## src/rtl/fir_feeder.sv

```systemverilog
// fir_feeder: drives the FIR filter's sample/coefficient handshake.
// Samples are buffered in a small FIFO, coefficients live in a local
// register file, and each accepted sample yields one result word.
module fir_feeder #(
    parameter int FIFO_DEPTH = 4,
    parameter int NUM_COEFF  = 4,
    parameter int TIMEOUT    = 16,
    parameter int DATA_W     = 16,
    parameter int COEF_W     = 16
) (
    input  logic                     clk,
    input  logic                     rst,
    input  logic                     coeff_wr,
    input  logic [1:0]               coeff_waddr,
    input  logic signed [COEF_W-1:0] coeff_wdata,
    input  logic                     reload,
    input  logic                     sample_valid,
    input  logic signed [DATA_W-1:0] sample_in,
    output logic                     sample_ready,
    input  logic                     modwait,
    input  logic signed [DATA_W-1:0] fir_out,
    input  logic                     err,
    output logic signed [DATA_W-1:0] sample_data,
    output logic signed [COEF_W-1:0] fir_coefficient,
    output logic                     data_ready,
    output logic                     load_coeff,
    output logic                     result_valid,
    output logic signed [DATA_W-1:0] result_data,
    output logic                     result_err,
    output logic                     coeff_done,
    output logic                     timeout_err
);

    localparam int PTR_W = (FIFO_DEPTH > 1) ? $clog2(FIFO_DEPTH) : 1;
    localparam int CNT_W = PTR_W + 1;
    localparam int IDX_W = (NUM_COEFF > 1) ? $clog2(NUM_COEFF) : 1;
    localparam int TMR_W = $clog2(TIMEOUT + 1);

    localparam logic [2:0] S_IDLE       = 3'd0;
    localparam logic [2:0] S_COEF_DRIVE = 3'd1;
    localparam logic [2:0] S_COEF_WAIT  = 3'd2;
    localparam logic [2:0] S_SAMP_DRIVE = 3'd3;
    localparam logic [2:0] S_SAMP_WAIT  = 3'd4;

    logic signed [DATA_W-1:0] fifo_mem [FIFO_DEPTH];
    logic [PTR_W-1:0]         wr_ptr;
    logic [PTR_W-1:0]         rd_ptr;
    logic [CNT_W-1:0]         count;
    logic [CNT_W-1:0]         count_nxt;
    logic                     push;
    logic                     pop;

    logic signed [COEF_W-1:0] coeff [NUM_COEFF];
    logic [2:0]               state;
    logic [IDX_W-1:0]         idx;
    logic [IDX_W-1:0]         idx_nxt;
    logic [TMR_W-1:0]         timer;
    logic                     tmo_hit;
    logic                     reload_pend;

    // FIFO handshake and occupancy bookkeeping
    always_comb begin
        push      = sample_valid && sample_ready;
        pop       = (state == S_SAMP_DRIVE) && modwait;
        count_nxt = count + CNT_W'(push) - CNT_W'(pop);
        idx_nxt   = idx + 1'b1;
        tmo_hit   = (timer == TMR_W'(TIMEOUT - 1));
    end

    // FIFO pointers, count and the registered not-full flag
    always_ff @(posedge clk or posedge rst) begin
        if (rst) begin
            wr_ptr       <= '0;
            rd_ptr       <= '0;
            count        <= '0;
            sample_ready <= 1'b0;
        end else begin
            if (push) wr_ptr <= wr_ptr + 1'b1;
            if (pop)  rd_ptr <= rd_ptr + 1'b1;
            count        <= count_nxt;
            sample_ready <= (count_nxt != CNT_W'(FIFO_DEPTH));
        end
    end

    // FIFO storage; contents are meaningless while count is zero
    always_ff @(posedge clk) begin
        if (push) fifo_mem[wr_ptr] <= sample_in;
    end

    // Coefficient register file, writable at any time
    always_ff @(posedge clk or posedge rst) begin
        if (rst) begin
            for (int i = 0; i < NUM_COEFF; i++) coeff[i] <= '0;
        end else if (coeff_wr && (int'(coeff_waddr) < NUM_COEFF)) begin
            coeff[IDX_W'(coeff_waddr)] <= coeff_wdata;
        end
    end

    // Handshake sequencer with per-state timeout watchdog
    always_ff @(posedge clk or posedge rst) begin
        if (rst) begin
            state           <= S_IDLE;
            idx             <= '0;
            timer           <= '0;
            reload_pend     <= 1'b0;
            sample_data     <= '0;
            fir_coefficient <= '0;
            data_ready      <= 1'b0;
            load_coeff      <= 1'b0;
            result_valid    <= 1'b0;
            result_data     <= '0;
            result_err      <= 1'b0;
            coeff_done      <= 1'b0;
            timeout_err     <= 1'b0;
        end else begin
            result_valid <= 1'b0;
            coeff_done   <= 1'b0;
            // A reload seen while a sequence runs just keeps the flag set,
            // so back-to-back requests collapse into a single extra pass.
            if (reload) reload_pend <= 1'b1;

            case (state)
                S_IDLE: begin
                    timer <= '0;
                    idx   <= '0;
                    if (!modwait) begin
                        if (reload_pend) begin
                            reload_pend     <= 1'b0;
                            fir_coefficient <= coeff[0];
                            load_coeff      <= 1'b1;
                            state           <= S_COEF_DRIVE;
                        end else if (count != '0) begin
                            sample_data <= fifo_mem[rd_ptr];
                            data_ready  <= 1'b1;
                            state       <= S_SAMP_DRIVE;
                        end
                    end
                end

                S_COEF_DRIVE: begin
                    if (modwait) begin
                        load_coeff <= 1'b0;
                        timer      <= '0;
                        state      <= S_COEF_WAIT;
                    end else if (tmo_hit) begin
                        timeout_err <= 1'b1;
                        load_coeff  <= 1'b0;
                        timer       <= '0;
                        state       <= S_IDLE;
                    end else begin
                        timer <= timer + 1'b1;
                    end
                end

                S_COEF_WAIT: begin
                    if (!modwait) begin
                        timer <= '0;
                        if (idx == IDX_W'(NUM_COEFF - 1)) begin
                            coeff_done <= 1'b1;
                            state      <= S_IDLE;
                        end else begin
                            // Slot value is captured here, so a write landing
                            // after this point only shows on the next reload.
                            idx             <= idx_nxt;
                            fir_coefficient <= coeff[idx_nxt];
                            load_coeff      <= 1'b1;
                            state           <= S_COEF_DRIVE;
                        end
                    end else if (tmo_hit) begin
                        timeout_err <= 1'b1;
                        timer       <= '0;
                        state       <= S_IDLE;
                    end else begin
                        timer <= timer + 1'b1;
                    end
                end

                S_SAMP_DRIVE: begin
                    // The FIFO pop happens alongside this transition; an abort
                    // leaves the head in place so it is reissued later.
                    if (modwait) begin
                        data_ready <= 1'b0;
                        timer      <= '0;
                        state      <= S_SAMP_WAIT;
                    end else if (tmo_hit) begin
                        timeout_err <= 1'b1;
                        data_ready  <= 1'b0;
                        timer       <= '0;
                        state       <= S_IDLE;
                    end else begin
                        timer <= timer + 1'b1;
                    end
                end

                S_SAMP_WAIT: begin
                    if (!modwait) begin
                        result_data  <= fir_out;
                        result_err   <= err;
                        result_valid <= 1'b1;
                        timer        <= '0;
                        state        <= S_IDLE;
                    end else if (tmo_hit) begin
                        timeout_err <= 1'b1;
                        timer       <= '0;
                        state       <= S_IDLE;
                    end else begin
                        timer <= timer + 1'b1;
                    end
                end

                default: begin
                    data_ready <= 1'b0;
                    load_coeff <= 1'b0;
                    timer      <= '0;
                    state      <= S_IDLE;
                end
            endcase
        end
    end

endmodule

```

## config.mk

```make
export PLATFORM = sky130hd
export DESIGN_NAME = fir_feeder
export DESIGN_NICKNAME = d
export VERILOG_FILES = /design/src/rtl/fir_feeder.sv
export SDC_FILE = /design/constraint.sdc
export NUM_CORES = 1
export LEC_CHECK = 0
export CORE_ASPECT_RATIO = 1.5
export CORE_MARGIN = 5
export CORE_UTILIZATION = 49
export CTS_CLUSTER_DIAMETER = 40
export DETAILED_ROUTE_END_ITERATION = 8
export GPL_TIMING_DRIVEN = 0
export PLACE_DENSITY_LB_ADDON = 0.25
export SLEW_MARGIN = 20
export SYNTH_ARGS = -nofsm -noshare
export SYNTH_HDL_FRONTEND = slang
export SYNTH_SLANG_ARGS = --single-unit
export TNS_END_PERCENT = 1
```

## constraint.sdc

```tcl
create_clock -name clk -period 4.9 [get_ports clk]
set_input_delay 0.98 -clock clk [delete_from_list [all_inputs] [get_ports clk]]
set_output_delay 0.98 -clock clk [all_outputs]
set_load 0.005 [all_outputs]
```

# Word level (Yosys, flattened, before mapping)
# Memories as Yosys holds them, arrays and structs flattened. A register that Yosys moved wholly into a read port is not among the register bits.
# Cells that the tools add are included.
[op_classes]
add_sub_neg = 6
n_lt_le_gt_ge = 3
n_eq_ne = 18
n_mux = 54
bitwise_logic = 6
n_reduce_logical = 19
[ops]
columns = ["op", "n"]
rows = [
  ["2-to-1 mux 16 bit", 7],
  ["bitwise mux 64 bit", 1],
  ["binary-select mux 16 bit (select 2 bit)", 1],
  ["demux 16 bit (select 2 bit)", 1],
  ["case mux 16 bit (2 select lines)", 1],
  ["2-to-1 mux 1 bit", 24],
  ["2-to-1 mux 3 bit", 8],
  ["2-to-1 mux 5 bit", 3],
  ["case mux 3 bit (5 select lines)", 1],
  ["inequality test 2 bit, second input constant", 7],
  ["inequality test 3 bit, second input constant", 4],
  ["case mux 5 bit (2 select lines)", 1],
  ["AND reduction 5 bit", 2],
  ["adder 2 x 1 -> 2 bit, second input constant", 3],
  ["== test 3 x 2 -> 1 bit, second input constant", 2],
  ["greater-or-equal comparator 3 bit, second input constant", 2],
  ["NOT 2 -> 3 bit", 2],
  ["AND reduction 3 bit", 2],
  ["AND reduction 6 bit", 1],
  ["OR reduction 2 bit", 3],
  ["adder 5 x 1 -> 5 bit, second input constant", 1],
  ["== test 5 x 4 -> 1 bit, second input constant", 1],
  ["2-to-1 mux 2 bit", 2],
  ["NOT 1 bit", 4],
  ["18 further kinds", 22],
]
[word_totals]
reg_bits = 121
ram_bits = 64
input_bits = 57
out_inout_bits = 55
mem_count = 1
[memory_table]
columns = ["memory", "words", "word_bits", "read_ports", "rd_ports_with_merged_regs", "write_ports", "line_no", "rtl"]
rows = [
  ["fifo_mem", 4, 16, 1, 1, 1, "45", "logic signed [DATA_W-1:0] fifo_mem [FIFO_DEPTH];"],
]

# Longest topological paths before layout
[logic_depth]
ltp_word = 8
mapped_depth = 9
depth_no_buf = 8

# Least setup slack after synthesis
# Ideal clock, no wire load.
[synth_timing]
path_type = "input-to-reg"
startpoint = "input port modwait"
endpoint = "register sample_ready"
arrival_ns = 2.499
t_required_ns = 4.775
path_slack_ns = 2.277
path_stages = 8
path_buffers = 1
cell_sequence = "clkbuf_1 -> nor3b_2 -> ha_1 -> inv_1 -> ha_1 -> fa_1 -> nor2_1 -> nand2_1"
[synth_via]
elab_chain_len = 3
[synth_lines]
columns = ["element", "line_no", "rtl"]
rows = [
  ["start, declared", "20", "input logic modwait,"],
  ["logical AND 1 bit", "64", "pop = (state == S_SAMP_DRIVE) && modwait;"],
  ["net pop", "51", "logic pop;"],
  ["subtractor 3 x 1 -> 3 bit", "65", "count_nxt = count + CNT_W'(push) - CNT_W'(pop);"],
  ["net count_nxt[1]", "49", "logic [CNT_W-1:0] count_nxt;"],
  ["inequality test 3 bit", "81", "sample_ready <= (count_nxt != CNT_W'(FIFO_DEPTH));"],
  ["end signal, assigned", "81", ""],
  ["end, declared", "19", "output logic sample_ready,"],
]
# The timed path passes the listed nets, and every way through them passes these cells.
# A chain may end at the register's enable or synchronous reset.

# Worst setup path in the final report
[layout_timing]
startpoint = "input port sample_valid"
endpoint = "register sample_ready"
[layout_via]
elab_chain_len = 4
[layout_lines]
columns = ["element", "line_no", "rtl"]
rows = [
  ["start, declared", "17", "input logic sample_valid,"],
  ["logical AND 1 bit", "63", "push = sample_valid && sample_ready;"],
  ["adder 3 x 1 -> 3 bit", "65", ""],
  ["subtractor 3 x 1 -> 3 bit", "65", ""],
  ["net count_nxt[2]", "49", ""],
  ["inequality test 3 bit", "81", ""],
]
# The timed path passes the listed nets, and every way through them passes these cells.

==> results.ini <==
[finish]
utilization_pct=62.96
syn2layout_area_growth_pct=27.22
num-nets-final=728
antenna_cells=0
fillers=1277
multiInputGateArea_sq_um=2729
seqCellArea_sq_um=5350
drive_gt1_share_pct=26.76

[place]
dpl.hpwl_mm=11.71
pre_cts_ws_ns=1.882
io_buffers=110
gp_congestion=0.8050

[job]
cap_violations=0

[power]
p_comb_share_pct=29.5
power_density_nw_per_um2=575.8
intPower_w=0.004355
pwr-share-clk_pct=30.3
switchingPower_w=0.001696
p_leak_nw=4.216
power_switching_share_pct=28.03
pwr-share-seq_pct=40.2
ir_drop_v=0.0003524

[run_status]
status=finished clean

[yosys]
syn_area_sq_um=8260
syn_nets=591
postSynthAreaPerCell_sq_um=15.73
synth_top_family_by_area=multiplexers
synth-edff-count=64
synth.area.mux_share_pct=20.12
synth-seq-area-share_pct=64.77
yosysMostFrequentCell=dfrtp_1
synth.top_cells.by_count=dfrtp_1, mux2_2, edfxtp_1
synth_simple_gate_area_share_pct=4.271
yosys_warnings=0
synth.area.top_cells=dfrtp_1, edfxtp_1, mux2_2, mux4_2, mux2_4
ys_seq_elements=201
synth_top_area_share_pct=41.50
yosys.area.top_type=dfrtp_1
synth.distinct_cells=51
synthArstFlopShare_pct=68.16
synth_compound_area_share_pct=6.347
synth_xor_xnor_area_share_pct=0.8482
synthCells=525
synth_adder_area_share_pct=1.454
yosys_most_used_dff=dfrtp_1

[cts]
root_buffer=clkbuf_16
tritoncts=built
clk_path_buf_depth=3
cts_setup_buffers=0
worstSkewPairLatency_ns=0.51
cts_htree_levels=1
path_clk_slew_ns=0.06
clock_sinks=201
postCtsHoldBufs=0
cts_buffers=24
post_cts_resized=0

[worst_setup_path]
startpoint=sample_valid
max_stage_delay_ns=0.53
reg2reg_from=state[0]
cp_cell_sequence=clkdlybuf4s50_1 > nand2_1 > ha_1 > inv_1 > ha_1 > fa_1 > xnor2_1 > nand2_1
worst_r2r_endpoint=sample_ready
path_delay_family=adder cells
crit_required_ns=5.28
cp_max_fo=5
crit_arrival_ns=2.90
endpoint_kind=flip-flop
rr_worst_depth=9
crit_cells=8
crit_path_top_delay_cell=clkdlybuf4s50_1
critPathLaunchType=primary input
crit_type=in -> reg
r2r_slack_ns=2.46
path_buf_inv=2

[detailed_routing]
drtAntennaViolNets=0
wl_per_cell_um=19.40
first_pass_iters=4
wl_mm=17.26
dr.first_iter.drc_count=192
drcViolationCount=0
vias=4949
viasPerCell=5.561

[hold_path]
min_path_type=reg -> reg
hold_start=fir_coefficient[15]
min_path_cells=2
hold_end=fir_coefficient[15]

[global_route]
grt-ovfl-total=0
first_global_vias=5543
grt_max_degree=71
grt_use_total_pct=18.32
grt_pass1_wl_mm=28.42
antenna_found_initial=0

[timing]
period_share_pct=51.37
fmax_mhz=397.2
final.min_clock_period_ns=2.517
worst_slew_pin_slew_ns=0.8945
setup_viol=0
hold_viol_final=0
slew_violations=0
slew_headroom_pct=40.37
rsz0062_at_grt=false
setup_ws_ns=2.383
skew_ns=0.01655

[floorplanning]
core_area_sq_um=16690
row_count=58
die_w_um=116.0
die_y_um=169.0
io_pins=112
initial_utilization_pct=49.49
die_area_sq_um=19610

==> how the worst max path moves through the flow <==
stage | endpoint | slack [ns]
3_3_place_gp | sample_data[8] | -1.55
6_report | sample_ready | 2.38
5_1_grt | sample_ready | 2.29
4_1_cts | sample_ready | 2.40
2_1_floorplan | coeff[0] | 0.25
3_5_place_dp | coeff[3] | 1.88
==> worst reg2reg max path: stages, from the launching register on <==
cell	delay, ns
dfrtp_1	0.46
buf_2	0.25
nand2_1	0.13
nor3b_2	0.36
ha_1	0.31
inv_1	0.06
ha_1	0.15
fa_1	0.43
nor2_1	0.12
nand2_1	0.06
==> routing by layer <==
| layer | GRT usage (%) | part of all wire [%] | vias to the layer above |
|---|---|---|---|
| li1 | - | - | 2251 |
| met1 | 21.39 | 38 | 2526 |
| met2 | 33.22 | 54 | 139 |
| met3 | 3.827 | 5.9 | 33 |
| met4 | 5.805 | 2.4 | 0 |
| met5 | 0 | 0 | - |
==> area by class of cell <==
type	count	area share, %
Sequential cell	201	50.91
Inverter	9	0.3929
Clock inverter	15	1.798
Timing Repair Buffer	111	10.74
Multi-Input combinational cell	287	25.97
Tap cell	210	2.500
Buffer	28	1.405
Clock buffer	29	6.286
==> layout by cell type (no fill, tap or decap), types with 9 or more instances in the layout <==
master,netlist,layout
a211oi_1,9,9
a21o_1,9,9
a21oi_1,10,10
clkbuf_1,14,16
clkbuf_16,0,25
clkdlybuf4s50_1,0,110
dfrtp_1,137,137
edfxtp_1,64,64
mux2_2,97,97
mux4_2,16,16
nand2_1,19,19
nor2_1,9,9
o21ai_0,16,16
o22ai_1,10,10
==> per-stage QoR <==
step	cell area, sq um	hold slack (ns)	power, W	std cells	TNS [ns]
5_1_grt	10510	0.5027	0.006397	890	0
2_1_floorplan	8260	0.4435	0.003467	525	0
6_report	10510	0.4798	0.006051	890	0
4_1_cts	10510	0.4832	0.006129	890	0
3_3_place_gp	9624	0.4546	0.004185	845	-211.32
3_5_place_dp	9659	0.4698	0.004273	846	0
==> registers in the layout, indices dropped and copies added, names as in the netlist <==
name	cells
timer	5
fifo_mem	64
data_ready	1
coeff	64
count	3
idx	2
state	3
result_valid	1
wr_ptr	2
rd_ptr	2
result_data	16
reload_pend	1
load_coeff	1
coeff_done	1
result_err	1
sample_data	16
timeout_err	1
fir_coefficient	16
sample_ready	1
==> power by group through the flow <==
stage	sequential [W]	clock [W]	combinational (W)
after floorplan	0.00242	0	0.00104
after global placement	0.00244	0	0.00175
after detailed placement	0.00247	0	0.00180
after CTS	0.00244	0.00187	0.00182
after global routing	0.00249	0.00195	0.00195
final	0.00243	0.00183	0.00178
==> cells by family (layout without fill, tap and decap cells) <==
group / Yosys count / in the layout
flip-flops: 201 / 201
buffers and inverters: 37 / 192
AO/OA/AOI/OAI: 79 / 79
AND/OR/NAND/NOR: 61 / 61
adder cells (fa/ha/maj): 9 / 9
XOR/XNOR: 8 / 8
multiplexers: 130 / 130
Note: power is estimated with default switching activity, not from simulation.
